<file path="src/rtl/fg_period_sequencer.sv">
// Waveform generator channel sequencer: tick enable, period counter,
// double-buffered shape parameters, prescaler and burst control.
module fg_period_sequencer #(
  parameter int COUNTER_BITWIDTH   = 32,
  parameter int WAVEFORM_BITWIDTH  = 16,
  parameter int PRESCALER_BITWIDTH = 16,
  parameter int BURST_BITWIDTH     = 8
) (
  input  logic                          clk_i,
  input  logic                          rst_i,
  input  logic                          start_i,
  input  logic                          stop_i,
  input  logic [PRESCALER_BITWIDTH-1:0] prescaler_i,
  input  logic [BURST_BITWIDTH-1:0]     burst_i,
  input  logic                          cfg_valid_i,
  output logic                          cfg_ready_o,
  input  logic [COUNTER_BITWIDTH-1:0]   cfg_period_i,
  input  logic [COUNTER_BITWIDTH-1:0]   cfg_on_i,
  input  logic [WAVEFORM_BITWIDTH-1:0]  cfg_k_rise_i,
  input  logic [WAVEFORM_BITWIDTH-1:0]  cfg_k_fall_i,
  input  logic [WAVEFORM_BITWIDTH-1:0]  cfg_amp_i,
  output logic                          clk_en_o,
  output logic [COUNTER_BITWIDTH-1:0]   cr_o,
  output logic [COUNTER_BITWIDTH-1:0]   counter_o,
  output logic [COUNTER_BITWIDTH-1:0]   on_counter_o,
  output logic [WAVEFORM_BITWIDTH-1:0]  k_rise_o,
  output logic [WAVEFORM_BITWIDTH-1:0]  k_fall_o,
  output logic [WAVEFORM_BITWIDTH-1:0]  amplitude_o,
  output logic                          period_start_o,
  output logic                          busy_o,
  output logic                          done_o
);

  localparam int CB = COUNTER_BITWIDTH;
  localparam int WB = WAVEFORM_BITWIDTH;
  localparam int PB = PRESCALER_BITWIDTH;
  localparam int BB = BURST_BITWIDTH;

  localparam logic [CB-1:0] CR_ONE = CB'(1);
  localparam logic [PB-1:0] PS_ONE = PB'(1);
  localparam logic [BB-1:0] BR_ONE = BB'(1);

  typedef enum logic [1:0] {
    IDLE,
    RUN,
    DRAIN
  } state_e;

  state_e        state_q, state_d;
  logic [CB-1:0] cr_q, cr_d;
  logic [CB-1:0] counter_q, counter_d;
  logic [CB-1:0] on_q, on_d;
  logic [WB-1:0] k_rise_q, k_rise_d;
  logic [WB-1:0] k_fall_q, k_fall_d;
  logic [WB-1:0] amp_q, amp_d;

  logic [CB-1:0] pend_period_q, pend_period_d;
  logic [CB-1:0] pend_on_q, pend_on_d;
  logic [WB-1:0] pend_k_rise_q, pend_k_rise_d;
  logic [WB-1:0] pend_k_fall_q, pend_k_fall_d;
  logic [WB-1:0] pend_amp_q, pend_amp_d;
  logic          pend_valid_q, pend_valid_d;

  logic          cfg_ready_q, cfg_ready_d;
  logic          clk_en_q, clk_en_d;
  logic          ps_q, ps_d;
  logic          busy_q, busy_d;
  logic          done_q, done_d;

  logic [PB-1:0] psc_q, psc_d;
  logic [PB-1:0] psc_cnt_q, psc_cnt_d;
  logic [BB-1:0] burst_q, burst_d;
  logic [BB-1:0] periods_q, periods_d;

  logic accept;
  logic start_go;
  logic wrap;
  logic burst_end;
  logic commit;

  always_comb begin
    state_d       = state_q;
    cr_d          = cr_q;
    counter_d     = counter_q;
    on_d          = on_q;
    k_rise_d      = k_rise_q;
    k_fall_d      = k_fall_q;
    amp_d         = amp_q;
    pend_period_d = pend_period_q;
    pend_on_d     = pend_on_q;
    pend_k_rise_d = pend_k_rise_q;
    pend_k_fall_d = pend_k_fall_q;
    pend_amp_d    = pend_amp_q;
    pend_valid_d  = pend_valid_q;
    clk_en_d      = clk_en_q;
    done_d        = 1'b0;
    psc_d         = psc_q;
    psc_cnt_d     = psc_cnt_q;
    burst_d       = burst_q;
    periods_d     = periods_q;

    accept    = cfg_valid_i & cfg_ready_q;
    start_go  = (state_q == IDLE) & start_i & ~stop_i;
    wrap      = clk_en_q & (cr_q == counter_q);
    burst_end = wrap & (burst_q != '0)
              & ((periods_q + BR_ONE) == burst_q);
    // Idle covers both the post-accept commit and the start edge.
    commit    = pend_valid_q & ((state_q == IDLE) | wrap);

    if (accept) begin
      pend_period_d = cfg_period_i;
      pend_on_d     = cfg_on_i;
      pend_k_rise_d = cfg_k_rise_i;
      pend_k_fall_d = cfg_k_fall_i;
      pend_amp_d    = cfg_amp_i;
      pend_valid_d  = 1'b1;
    end

    if (commit) begin
      counter_d    = pend_period_q;
      on_d         = pend_on_q;
      k_rise_d     = pend_k_rise_q;
      k_fall_d     = pend_k_fall_q;
      amp_d        = pend_amp_q;
      pend_valid_d = 1'b0;
    end

    case (state_q)
      IDLE: begin
        clk_en_d = 1'b0;
        cr_d     = '0;
        if (start_go) begin
          state_d   = RUN;
          clk_en_d  = 1'b1;
          psc_d     = prescaler_i;
          psc_cnt_d = '0;
          burst_d   = burst_i;
          periods_d = '0;
        end
      end
      RUN, DRAIN: begin
        if (clk_en_q) begin
          cr_d = wrap ? '0 : cr_q + CR_ONE;
        end
        if (wrap) begin
          periods_d = periods_q + BR_ONE;
        end
        if (psc_cnt_q == psc_q) begin
          clk_en_d  = 1'b1;
          psc_cnt_d = '0;
        end else begin
          clk_en_d  = 1'b0;
          psc_cnt_d = psc_cnt_q + PS_ONE;
        end
        if (burst_end | ((state_q == DRAIN) & wrap)) begin
          state_d  = IDLE;
          clk_en_d = 1'b0;
          cr_d     = '0;
          done_d   = 1'b1;
        end else if ((state_q == RUN) & stop_i) begin
          state_d = DRAIN;
        end
      end
      default: begin
        state_d  = IDLE;
        clk_en_d = 1'b0;
        cr_d     = '0;
      end
    endcase

    cfg_ready_d = ~pend_valid_d;
    ps_d        = clk_en_d & (cr_d == '0);
    busy_d      = (state_d != IDLE);
  end

  always_ff @(posedge clk_i) begin
    if (rst_i) begin
      state_q       <= IDLE;
      cr_q          <= '0;
      counter_q     <= '0;
      on_q          <= '0;
      k_rise_q      <= '0;
      k_fall_q      <= '0;
      amp_q         <= '0;
      pend_period_q <= '0;
      pend_on_q     <= '0;
      pend_k_rise_q <= '0;
      pend_k_fall_q <= '0;
      pend_amp_q    <= '0;
      pend_valid_q  <= 1'b0;
      cfg_ready_q   <= 1'b1;
      clk_en_q      <= 1'b0;
      ps_q          <= 1'b0;
      busy_q        <= 1'b0;
      done_q        <= 1'b0;
      psc_q         <= '0;
      psc_cnt_q     <= '0;
      burst_q       <= '0;
      periods_q     <= '0;
    end else begin
      state_q       <= state_d;
      cr_q          <= cr_d;
      counter_q     <= counter_d;
      on_q          <= on_d;
      k_rise_q      <= k_rise_d;
      k_fall_q      <= k_fall_d;
      amp_q         <= amp_d;
      pend_period_q <= pend_period_d;
      pend_on_q     <= pend_on_d;
      pend_k_rise_q <= pend_k_rise_d;
      pend_k_fall_q <= pend_k_fall_d;
      pend_amp_q    <= pend_amp_d;
      pend_valid_q  <= pend_valid_d;
      cfg_ready_q   <= cfg_ready_d;
      clk_en_q      <= clk_en_d;
      ps_q          <= ps_d;
      busy_q        <= busy_d;
      done_q        <= done_d;
      psc_q         <= psc_d;
      psc_cnt_q     <= psc_cnt_d;
      burst_q       <= burst_d;
      periods_q     <= periods_d;
    end
  end

  assign cfg_ready_o    = cfg_ready_q;
  assign clk_en_o       = clk_en_q;
  assign cr_o           = cr_q;
  assign counter_o      = counter_q;
  assign on_counter_o   = on_q;
  assign k_rise_o       = k_rise_q;
  assign k_fall_o       = k_fall_q;
  assign amplitude_o    = amp_q;
  assign period_start_o = ps_q;
  assign busy_o         = busy_q;
  assign done_o         = done_q;

endmodule

</file>
<file path="config.mk">
export PLATFORM = sky130hd
export DESIGN_NAME = fg_period_sequencer
export DESIGN_NICKNAME = d
export VERILOG_FILES = /design/src/rtl/fg_period_sequencer.sv
export SDC_FILE = /design/constraint.sdc
export NUM_CORES = 1
export LEC_CHECK = 0
export BUFFER_PORTS_ARGS = -buffer_cell sky130_fd_sc_hd__buf_2
export CAP_MARGIN = 0
export CELL_PAD_IN_SITES_DETAIL_PLACEMENT = 0
export CELL_PAD_IN_SITES_GLOBAL_PLACEMENT = 2
export CORE_ASPECT_RATIO = 1.2
export CORE_MARGIN = 1
export CORE_UTILIZATION = 24
export DETAILED_ROUTE_END_ITERATION = 12
export GPL_TIMING_DRIVEN = 0
export PLACE_DENSITY = 0.62
export SYNTH_ARGS = -nofsm -noshare
export SYNTH_HDL_FRONTEND = slang
export SYNTH_SLANG_ARGS = --single-unit
</file>
<file path="constraint.sdc">
create_clock -name clk_i -period 6.5 [get_ports clk_i]
set_clock_uncertainty 0.05 [all_clocks]
set_input_delay 0.975 -clock clk_i [delete_from_list [all_inputs] [get_ports clk_i]]
set_output_delay 0.975 -clock clk_i [all_outputs]
set_load 0.05 [all_outputs]
</file>
==> results of run 1 <==
[flip-flops by register name (all words and copies together) (netlist names), 2 cells and up]
signal / cells
on_counter_o: 32
k_rise_o: 16
pend_period_q: 32
psc_cnt_q: 16
psc_q: 16
pend_k_fall_q: 16
k_fall_o: 16
burst_q: 8
counter_o: 32
amplitude_o: 16
state_q: 2
periods_q: 8
pend_amp_q: 16
pend_k_rise_q: 16
pend_on_q: 32
cr_o: 32
[final cells by class]
cell class                      instances  area share [%]
Clock buffer                           63            7.27
Buffer                                121            3.27
Multi-Input combinational cell       1162            36.1
Antenna cell                            3          0.0463
Tap cell                              697            5.38
Inverter                               16           0.371
Timing Repair Buffer                  288            8.89
Sequential cell                       312            38.5
Clock inverter                          4           0.139
[worst max-delay path, cell delays in order, from the launching register on]
cell and delay [ns]:
dfxtp_1 0.32, clkbuf_1 0.27, xnor2_1 0.16, nand4_1 0.19, nor4_1 0.30, nand3_1 0.31
a21boi_1 0.62, buf_2 0.42, clkbuf_1 0.44, nand2_1 0.12, a21oi_1 0.13
[through the flow]
stage / setup WS, ns / instance area [um2]
final: 3.09 / 16200
after global routing: 2.69 / 16200
after CTS: 2.95 / 16200
after detailed placement: 2.97 / 15000
after global placement: 2.96 / 15000
after floorplan: 3.61 / 12700
[placed cells by master, fill, tap and decap left out, types with 4 or more instances in the layout]
cell	n
nor2_1	69
nand4_1	25
nand3_1	26
ha_1	7
a21oi_1	267
or3_1	12
clkbuf_8	7
inv_1	15
buf_1	4
o21ai_1	4
a211oi_1	4
buf_4	8
nor3_1	13
xnor2_1	62
xor2_1	41
clkbuf_16	41
and4_1	4
a31oi_1	6
nor4_1	9
buf_2	318
clkbuf_1	93
and2_1	4
nand2_1	527
nor3b_1	6
dfxtp_1	312
and3_1	10
o21ai_0	16
[report_power, final]
part | internal (mW) | total (mW) | switching (mW)
Sequential | 1.99 | 2.04 | 0.0488
Combinational | 0.139 | 0.489 | 0.350
Clock | 1.23 | 2.07 | 0.837
[path summary, 6_finish.rpt]
path	to	slack (ns)	depth (start not counted)
worst max register to register	k_rise_o[12]	3.09	10
worst min register to register	counter_o[25]	0.39	2
worst max-delay path	k_rise_o[12]	3.09	10
worst min-delay path	counter_o[25]	0.39	2
[kinds of logic after synthesis]
group / Yosys count / share of synthesized area (%)
xor gates and xnor gates: 103 / 7.11
buffers and inverters: 137 / 4.65
adders and majority gates: 7 / 0.690
DFF: 312 / 49.2
muxes: 3 / 0.237
AOI/OAI and AO/OA: 321 / 13.5
and+or+nand+nor: 728 / 24.5
[layer usage]
| metal | global-route usage, % | vias to the layer above | part of all wire, % | routed length (um) |
|---|---|---|---|---|
| li1 | - | 5972 | - | - |
| met1 | 20.1 | 5307 | 43 | 19200 |
| met2 | 28.7 | 228 | 48 | 21700 |
| met3 | 5.39 | 70 | 6.8 | 3060 |
| met4 | 4.37 | 14 | 2.2 | 983 |
| met5 | 0 | - | 0.20 | 88 |
==> results.md, run 1 <==
- Min Clock Period, post-route: 3.41 ns
- Worst Hold Class: register to register
- Die Y: around 250 um
- Number of global-route vias before repair: ~12k
- Total CTS buffers: 38
- Slew HR: between 30% and 40%
- Pre-Repair DR Iteration Count: 4
- Wire length per cell: 16.9 um
- CTS clk-pin slew, worst paths: 0.06 ns
- Period utilization: 52.5%
- Static leakage: 6.49 nW
- Die Width: ~210 um
- CTS root buffer: clkbuf_16
- Share of layout cells above drive strength 1: 20.0%
- Commonest cells post-synth: nand2_1, dfxtp_1, a21oi_1
- Via density: around 4.3
- IO Pins: slightly below 300
- Req. time, crit path: 6.92 ns
- WHS: 0.393 ns
- Synth cell types: 62
- Final net count: 2087
- Crit Path Category: register to register
- Sequential cell area: 0.00625 mm2
- Total core area: 0.0518 mm2
- Final Non-Filler Cells: 2666
- Cells after Synth: ~1.6k
- Fillers: 5759
- Initial core utilization: 24.5%
- Synth area leaders: dfxtp_1, nand2_1, a21oi_1
- Die area: 0.0538 mm2
- Post-Syn Nets: 1759
- Hold path start: pend_period_q[25]
- PortBufs: 288
- Number of H-tree levels: 2
- Pin count of the biggest net entering global routing: 12
- Maximum buffer depth of the clock tree: 3
- Clock sinks: about 310
- Antenna Nets Post-Route: 0
- Hold-fix buffers, CTS: 0
- Grt total ovfl: 0
- Max-cap violation count: 0
- Flops & latches, synth: 312
- CTS tree: built
- Post-synth top area share: 49.2%
- Syn Area/Cell: 7.87 um2
- Arr. time, crit path: 3.83 ns
- GRT Overall Usage: around 17%
- Worst Max-Slew Pin Slew: 0.940 ns
- Fin util: 31.3%
- Crit start category: register
- Synthesis Warnings: 0
- Status: completed
- Post-DP HPWL: 33800 um
- Post-CTS setup buffers: 0
- Post-synth EDFFs: 0
- Post-Synthesis Cell Area: ~0.013 mm2
- # DRC: 0
- Total number of vias: 11.6k
- CP Capture Type: register
- Post-synth top area cell: dfxtp_1
- Initial DRC Count: about 390
- Area occupied by multi-input gates: 0.00585 mm2
- P&R area growth vs syn: 27.8%
- Post-placement cell count: between 2k and 3k
- Final WL: 45100 um
- VDD IR max: 0.157 mV
- Global-route wire length before repair: 68500 um
- Fin. Hold Viols: 0
- Setup violations, final: 0
- RR Startpoint: cr_o[24]
- Ys async rst share: 0%
- Final setup TNS: 0 ns
- RD Place Congestion: 0.776
- Max-slew violation count: 0
- Cell row count: 91
- Post-synthesis sequential area ratio: 49.2%
- Initial antenna violation count: 13
- Critical path launch point: cr_o[24]
- Worst-Skew Late Latency: 0.55 ns
- RSZ-0062 raised after global routing: false
- Top-count cell post-synth: nand2_1
- Worst-path maximum fanout: 10
- Resized Gates After CTS: 0
- Total power: 4.60 mW
- Ys flop type: dfxtp_1
- Power Density: between 200 and 300 mW/mm2
- FMAX: 0.293 GHz
Note: power is estimated with default switching activity, not from simulation.
==> run 2, diff against run 1 <==
--- a/config.mk
+++ b/config.mk
@@ -14,7 +14,7 @@
 export CORE_UTILIZATION = 24
 export DETAILED_ROUTE_END_ITERATION = 12
 export GPL_TIMING_DRIVEN = 0
-export PLACE_DENSITY = 0.62
+export PLACE_DENSITY = 0.64
 export SYNTH_ARGS = -nofsm -noshare
 export SYNTH_HDL_FRONTEND = slang
 export SYNTH_SLANG_ARGS = --single-unit
==> constraint.sdc (replaced) <==
create_clock -name clk_i -period 2.9 [get_ports clk_i]
set_clock_uncertainty 0.05 [all_clocks]
set_input_delay 0.435 -clock clk_i [delete_from_list [all_inputs] [get_ports clk_i]]
set_output_delay 0.435 -clock clk_i [all_outputs]
set_load 0.05 [all_outputs]
==> run 2 against run 1 <==
Combinational power up 130%. First-iteration DRC count up 5.4%. Total power up 130%. Global-route usage up 0.11 points.
==> results.md, run 2 (synthesized netlist as in run 1, its figures left out) <==
- Internal reg-to-reg setup slack: 0.20 ns (-2.89 ns)
- Cell row count: 91 (unchanged)
- FMAX: 0.370 GHz (+26%)
- Worst Hold Class: input pin to register
- Commonest cells after routing, fill and taps aside: nand2_1, buf_2, dfxtp_1
- IO Pins: 290 (unchanged)
- Crit start category: register
- Total CTS buffers: 39 (+2.6%)
- RR Startpoint: periods_q[1]
- Crit path buf inv count: 0 (-3)
- Wire length per cell: 16.9 um (+0.13%)
- Static leakage: 6.62 nW (+1.9%)
- Post-placement cell count: 2596 (unchanged)
- Total core area: 0.0518 mm2 (unchanged)
- Final net count: 2092 (+0.24%)
- P&R area growth vs syn: 29.2%
- Worst Max-Slew Pin Slew: 0.911 ns (-0.0297 ns)
- Hold depth: 3 (+1)
- Number of global-route vias before repair: 11.7k (+1.3%)
- Critical path depth: 9 (-1)
- Total number of vias: 11.7k (+1.0%)
- GRT Overall Usage: 16.9% (+0.11 points)
- CP Capture Type: register
- Slowest stage cell, crit path: dfxtp_1
- # DRC: 0 (unchanged)
- Global-route wire length before repair: 69100 um (+0.92%)
- Power Density: 643 mW/mm2 (+130%)
- Req. time, crit path: 3.29 ns (-3.63 ns)
- Final WL: 45200 um (+0.24%)
- CP Capture Point: busy_o
- Family with the most delay on the worst path: simple AND/OR/NAND/NOR gates
- Setup ws final: 0.196 ns (-2.89 ns)
- Crit Path Category: register to register
- Setup Slack @ Placement: -0.662 ns (-3.64 ns)
- Worst R2R Path Depth: 9 (-1)
- VDD IR max: 0.279 mV (+78%)
- Fin. Hold Viols: 0 (unchanged)
- CTS clk-pin slew, worst paths: 0.06 ns (about the same)
- Period utilization: 93.2% (+41 points)
- Final Non-Filler Cells: 2669 (+0.11%)
- Crit-path cells: ha_1, and3_1, nand3_1, xnor2_1, nand4_1, a21oi_1, nand2b_1, a21oi_1, a211o_1
- Initial antenna violation count: 13 (unchanged)
- Number of H-tree levels: 2 (unchanged)
- Maximum buffer depth of the clock tree: 3 (unchanged)
- Pre-Repair DR Iteration Count: 4 (unchanged)
- RD Place Congestion: 0.778 (+0.22%)
- Die Width: 212 um (unchanged)
- Setup violations, final: 0 (unchanged)
- Worst-Skew Late Latency: 0.55 ns (about the same)
- Pin count of the biggest net entering global routing: 12 (unchanged)
- Fin util: 31.6% (+0.34 points)
- Clock sinks: 312 (unchanged)
- Worst-path maximum fanout: 8 (-2)
- Slew HR: 39.3% (+2.0 points)
- CTS root buffer: clkbuf_16
- Max-slew violation count: 0 (unchanged)
- Grt total ovfl: 0 (unchanged)
- Top cell by count, worst path: a21oi_1
- Initial DRC Count: 409 (+5.4%)
- Status: completed
- Arr. time, crit path: 3.09 ns (-0.74 ns)
- Min Clock Period, post-route: 2.70 ns (-0.707 ns)
- Antenna Nets Post-Route: 0 (unchanged)
- Via density: 4.39 (+0.89%)
- Slowest stage delay, CP: 0.47 ns (-0.15 ns)
- R2r endpoint: busy_o
- Hold-fix buffers, CTS: 0 (unchanged)
- Critical path launch point: periods_q[1]
- Die area: 0.0538 mm2 (unchanged)
- Initial core utilization: 24.5% (unchanged)
- Commonest non-fill, non-tap cell in the layout: nand2_1
- Max-cap violation count: 0 (unchanged)
- Die Y: 254 um (unchanged)
- WHS: 0.0738 ns (-0.320 ns)
- Post-DP HPWL: 33800 um (-0.13%)
- PortBufs: 288 (unchanged)
- Share of layout cells above drive strength 1: 21.3% (+1.2 points)
- CTS tree: built
- Fillers: 5702 (-0.99%)
[run 2: metal layers]
layer	track usage (%)	share of wire (%)	vias to the layer above
met5	0	0.24	-
met4	4.84	2.1	18
met3	5.46	6.6	69
met2	28.8	48	242
met1	20.1	43	5399
li1	-	-	5979
[run 2: report_power, final]
part	internal [mW]	total, mW	switching (mW)	leakage [nW]
Combinational	0.327	1.11	0.782	3.47
Clock	2.92	4.85	1.92	0.613
Sequential	4.46	4.58	0.114	2.54
Total	7.72	10.5	2.82	6.62
[run 2: worst reg2reg max path: cells and delay by family, from the launching register on]
kind | cells | cell delay [ns]
compound gates | 3 | 0.67
xor+xnor | 1 | 0.19
fa+ha+maj | 1 | 0.33
simple gates | 4 | 0.89
flops | 1 | 0.47
[run 2: how the worst min path moves through the flow]
| stage | endpoint | slack (ns) | from |
|---|---|---|---|
| finish | psc_q[8] | 0.07 | prescaler_i[8] |
| global route | pend_on_q[7] | 0.05 | cfg_on_i[7] |
| CTS | pend_amp_q[4] | 0.04 | cfg_amp_i[4] |
| detailed placement | k_fall_o[7] | 0.39 | pend_k_fall_q[7] |
| global placement | k_rise_o[4] | 0.39 | pend_k_rise_q[4] |
| floorplan | amplitude_o[0] | 0.38 | pend_amp_q[0] |
[run 2: timing repair]
action	CTS	global route
gates resized for setup	14	9
pin swaps	4	3
setup buffers	5	3
endpoints found under the setup margin	136	152
gates cloned	0	0
[run 2: through the flow]
step           instance area [um2]  total power [mW]   TNS, ns
5_1_grt                      16400              11.0  -0.00160
4_1_cts                      16300              10.7         0
2_1_floorplan                12700              5.34         0
3_5_place_dp                 15000              5.79    -45.59
6_report                     16400              10.5         0
3_3_place_gp                 15000              5.79    -40.35
[run 2: layout make-up]
cell class              instances  area (um2)  area share [%]
plain buffers                 117         526            3.21
multi-input cells            1162        5920            36.2
diodes                          4        10.0          0.0611
flip-flops and latches        312        6250            38.1
repair buffers                296        1500            9.16
inverters                      16        61.3           0.374
clock buffers                  59        1160            7.10
well taps                     697         872            5.32
clock inverters                 6        80.1           0.489
==> run 3, diff against run 2 <==
--- a/config.mk
+++ b/config.mk
@@ -14,7 +14,7 @@
 export CORE_UTILIZATION = 24
 export DETAILED_ROUTE_END_ITERATION = 12
 export GPL_TIMING_DRIVEN = 0
-export PLACE_DENSITY = 0.64
+export PLACE_DENSITY = 0.62
 export SYNTH_ARGS = -nofsm -noshare
 export SYNTH_HDL_FRONTEND = slang
 export SYNTH_SLANG_ARGS = --single-unit
==> constraint.sdc (replaced) <==
create_clock -name clk_i -period 3.45 [get_ports clk_i]
set_clock_uncertainty 0.05 [all_clocks]
set_input_delay 0.5175 -clock clk_i [delete_from_list [all_inputs] [get_ports clk_i]]
set_output_delay 0.5175 -clock clk_i [all_outputs]
set_load 0.05 [all_outputs]
==> run 3 against run 2 <==
Routed wire length shrank 0.27%. Fmax down 16%. First-iteration DRC count fell by 5.4%. Critical endpoint is now k_rise_o[11]. Sequential share of layout area up 0.39 points. Worst hold slack better by 0.082 ns. Critical path type unchanged. Worst setup slack gained 0.048 ns. Non-clock buffer count shrank 4. Register-to-register slack improved by 0.05 ns. Flip-flop and latch count stayed put. Count of clock-buffer cells in the layout is 4 higher. Total power down 18%. Die area unchanged.
==> results.md, run 3 (synthesized netlist as in run 1, its figures left out) <==
- IO Pins: 290 (unchanged)
- Worst R2R Path Depth: 11 (+2)
- VDD IR max: 0.295 mV (+6.0%)
- Post-route cell area: 0.0162 mm2 (-1.0%)
- Arr. time, crit path: 3.62 ns (+0.53 ns)
- Via density: 4.35 (-0.85%)
- Final setup TNS: 0 ns (unchanged)
- Number of H-tree levels: 2 (unchanged)
- R2r endpoint: k_rise_o[11]
- Initial core utilization: 24.5% (unchanged)
- Min Clock Period, post-route: 3.21 ns (+0.502 ns)
- Placed Area: 0.0150 mm2 (unchanged)
- Hold depth: 3 (unchanged)
- Commonest cells after routing, fill and taps aside: nand2_1, buf_2, dfxtp_1
- Total core area: 0.0518 mm2 (unchanged)
- Post-DP HPWL: 33800 um (+0.13%)
- Fin. Hold Viols: 0 (unchanged)
- Die Width: 212 um (unchanged)
- Cell row count: 91 (unchanged)
- Power Density: 534 mW/mm2 (-17%)
- Final WL: 45100 um (-0.27%)
- Share of layout cells above drive strength 1: 20.2% (-1.0 points)
- Req. time, crit path: 3.87 ns (+0.58 ns)
- FMAX: 0.312 GHz (-16%)
- Wire length per cell: 16.9 um (-0.16%)
- Post-placement cell count: 2596 (unchanged)
- Internal reg-to-reg setup slack: 0.24 ns (+0.05 ns)
- Final net count: 2087 (-0.24%)
- Fin util: 31.3% (-0.32 points)
- Post-CTS setup buffers: 0 (-5)
- Setup ws final: 0.244 ns (+0.0482 ns)
- Worst-path maximum fanout: 10 (+2)
- Initial antenna violation count: 13 (unchanged)
- GRT Overall Usage: 16.8% (-0.11 points)
- Die Y: 254 um (unchanged)
- Total power: 8.67 mW (-18%)
- Hold path start: cfg_period_i[17]
- PortBufs: 288 (unchanged)
- Pre-Repair DR Iteration Count: 4 (unchanged)
- RD Place Congestion: 0.776 (-0.22%)
- Initial DRC Count: 387 (-5.4%)
- Total number of vias: 11.6k (-0.97%)
- Setup violations, final: 0 (unchanged)
- Grt total ovfl: 0 (unchanged)
- Total CTS buffers: 38 (-2.6%)
- # DRC: 0 (unchanged)
- CTS tree: built
- Hold-fix buffers, CTS: 0 (unchanged)
- Clock sinks: 312 (unchanged)
- Pin count of the biggest net entering global routing: 12 (unchanged)
- Max-cap violation count: 0 (unchanged)
- Static leakage: 6.50 nW (-1.7%)
- CP Capture Type: register
- Sequential cell area: 0.00625 mm2 (unchanged)
- Worst Max-Slew Pin Slew: 0.951 ns (+0.0408 ns)
- Global-route wire length before repair: 68500 um (-0.91%)
- WHS: 0.156 ns (+0.0818 ns)
- CTS root buffer: clkbuf_16
- Setup Slack @ Placement: -0.0755 ns (+0.587 ns)
- Number of global-route vias before repair: 11.6k (-1.3%)
- Commonest non-fill, non-tap cell in the layout: nand2_1
- CTS clk-pin slew, worst paths: 0.06 ns (about the same)
- Area occupied by multi-input gates: 0.00586 mm2 (-1.1%)
- RR Startpoint: cr_o[22]
- Final Non-Filler Cells: 2666 (-0.11%)
- Max-slew violation count: 0 (unchanged)
- Worst Hold Class: input pin to register
- Die area: 0.0538 mm2 (unchanged)
- Crit start category: register
- Worst Hold End: pend_period_q[17]
- Status: completed
- P&R area growth vs syn: 27.8%
- RSZ-0062 raised after global routing: false
- Maximum buffer depth of the clock tree: 3 (unchanged)
- Worst-Skew Late Latency: 0.55 ns (about the same)
- Antenna Nets Post-Route: 0 (unchanged)
- Slew HR: 36.6% (-2.7 points)
- Fillers: 5757 (+0.96%)
- Period utilization: 92.9% (-0.32 points)
- Crit Path Category: register to register
==> run 3: changes by cell type in the layout (fill, tap and decap cells not counted), moves of 2 or more <==
cell | previous run | this run
bufinv_16 | 2 | 0
buf_4 | 17 | 8
clkinv_2 | 5 | 3
nor4_4 | 3 | 1
clkbuf_1 | 80 | 91
clkbuf_2 | 4 | 2
==> run 3: report_power, final <==
part           total [mW]  internal (mW)  switching, mW
Clock                3.90           2.32           1.58
Combinational       0.923          0.263          0.660
Sequential           3.84           3.75         0.0916
Total                8.67           6.34           2.33
==> run 3: timing repair <==
item / in CTS / in global routing
gates cloned: 0 / 0
endpoints found under the setup margin: 11 / 16
gates resized for setup: 2 / 3
==> run 3: worst max path at each step <==
stage | start | end | slack, ns | cells past startpoint
2_1_floorplan | cr_o[1] | period_start_o | 0.56 | 8
3_3_place_gp | cr_o[24] | k_rise_o[14] | -0.09 | 10
3_5_place_dp | cr_o[24] | k_rise_o[6] | -0.08 | 10
4_1_cts | state_q[0] | periods_q[5] | 0.09 | 8
5_1_grt | cr_o[22] | on_counter_o[0] | 0.05 | 11
6_report | cr_o[22] | k_rise_o[11] | 0.24 | 11
==> run 3: metal layers <==
layer	vias up	GRT usage [%]	routed length, um
met5	-	0	88
met4	14	4.37	990
met3	71	5.39	3120
met2	235	28.7	21700
met1	5300	20.1	19200
li1	5974	-	-
==> run 3: area by class of cell <==
class                   count  share of cell area, %
well taps                 697                   5.38
repair buffers            288                   8.89
flip-flops and latches    312                   38.5
multi-input cells        1162                   36.1
clock buffers              63                   7.27
diodes                      3                 0.0463
inverters                  16                  0.370
clock inverters             4                  0.139
plain buffers             121                   3.28
==> run 3: worst max-delay path: stages (launching register included) <==
cell      delay, ns
dfxtp_1        0.32
buf_2          0.21
xor2_1         0.23
nor4_1         0.08
and3_1         0.18
nand3_1        0.29
inv_1          0.11
o21ai_1        0.49
clkbuf_2       0.42
clkbuf_1       0.48
nand2_1        0.11
a21oi_1        0.15
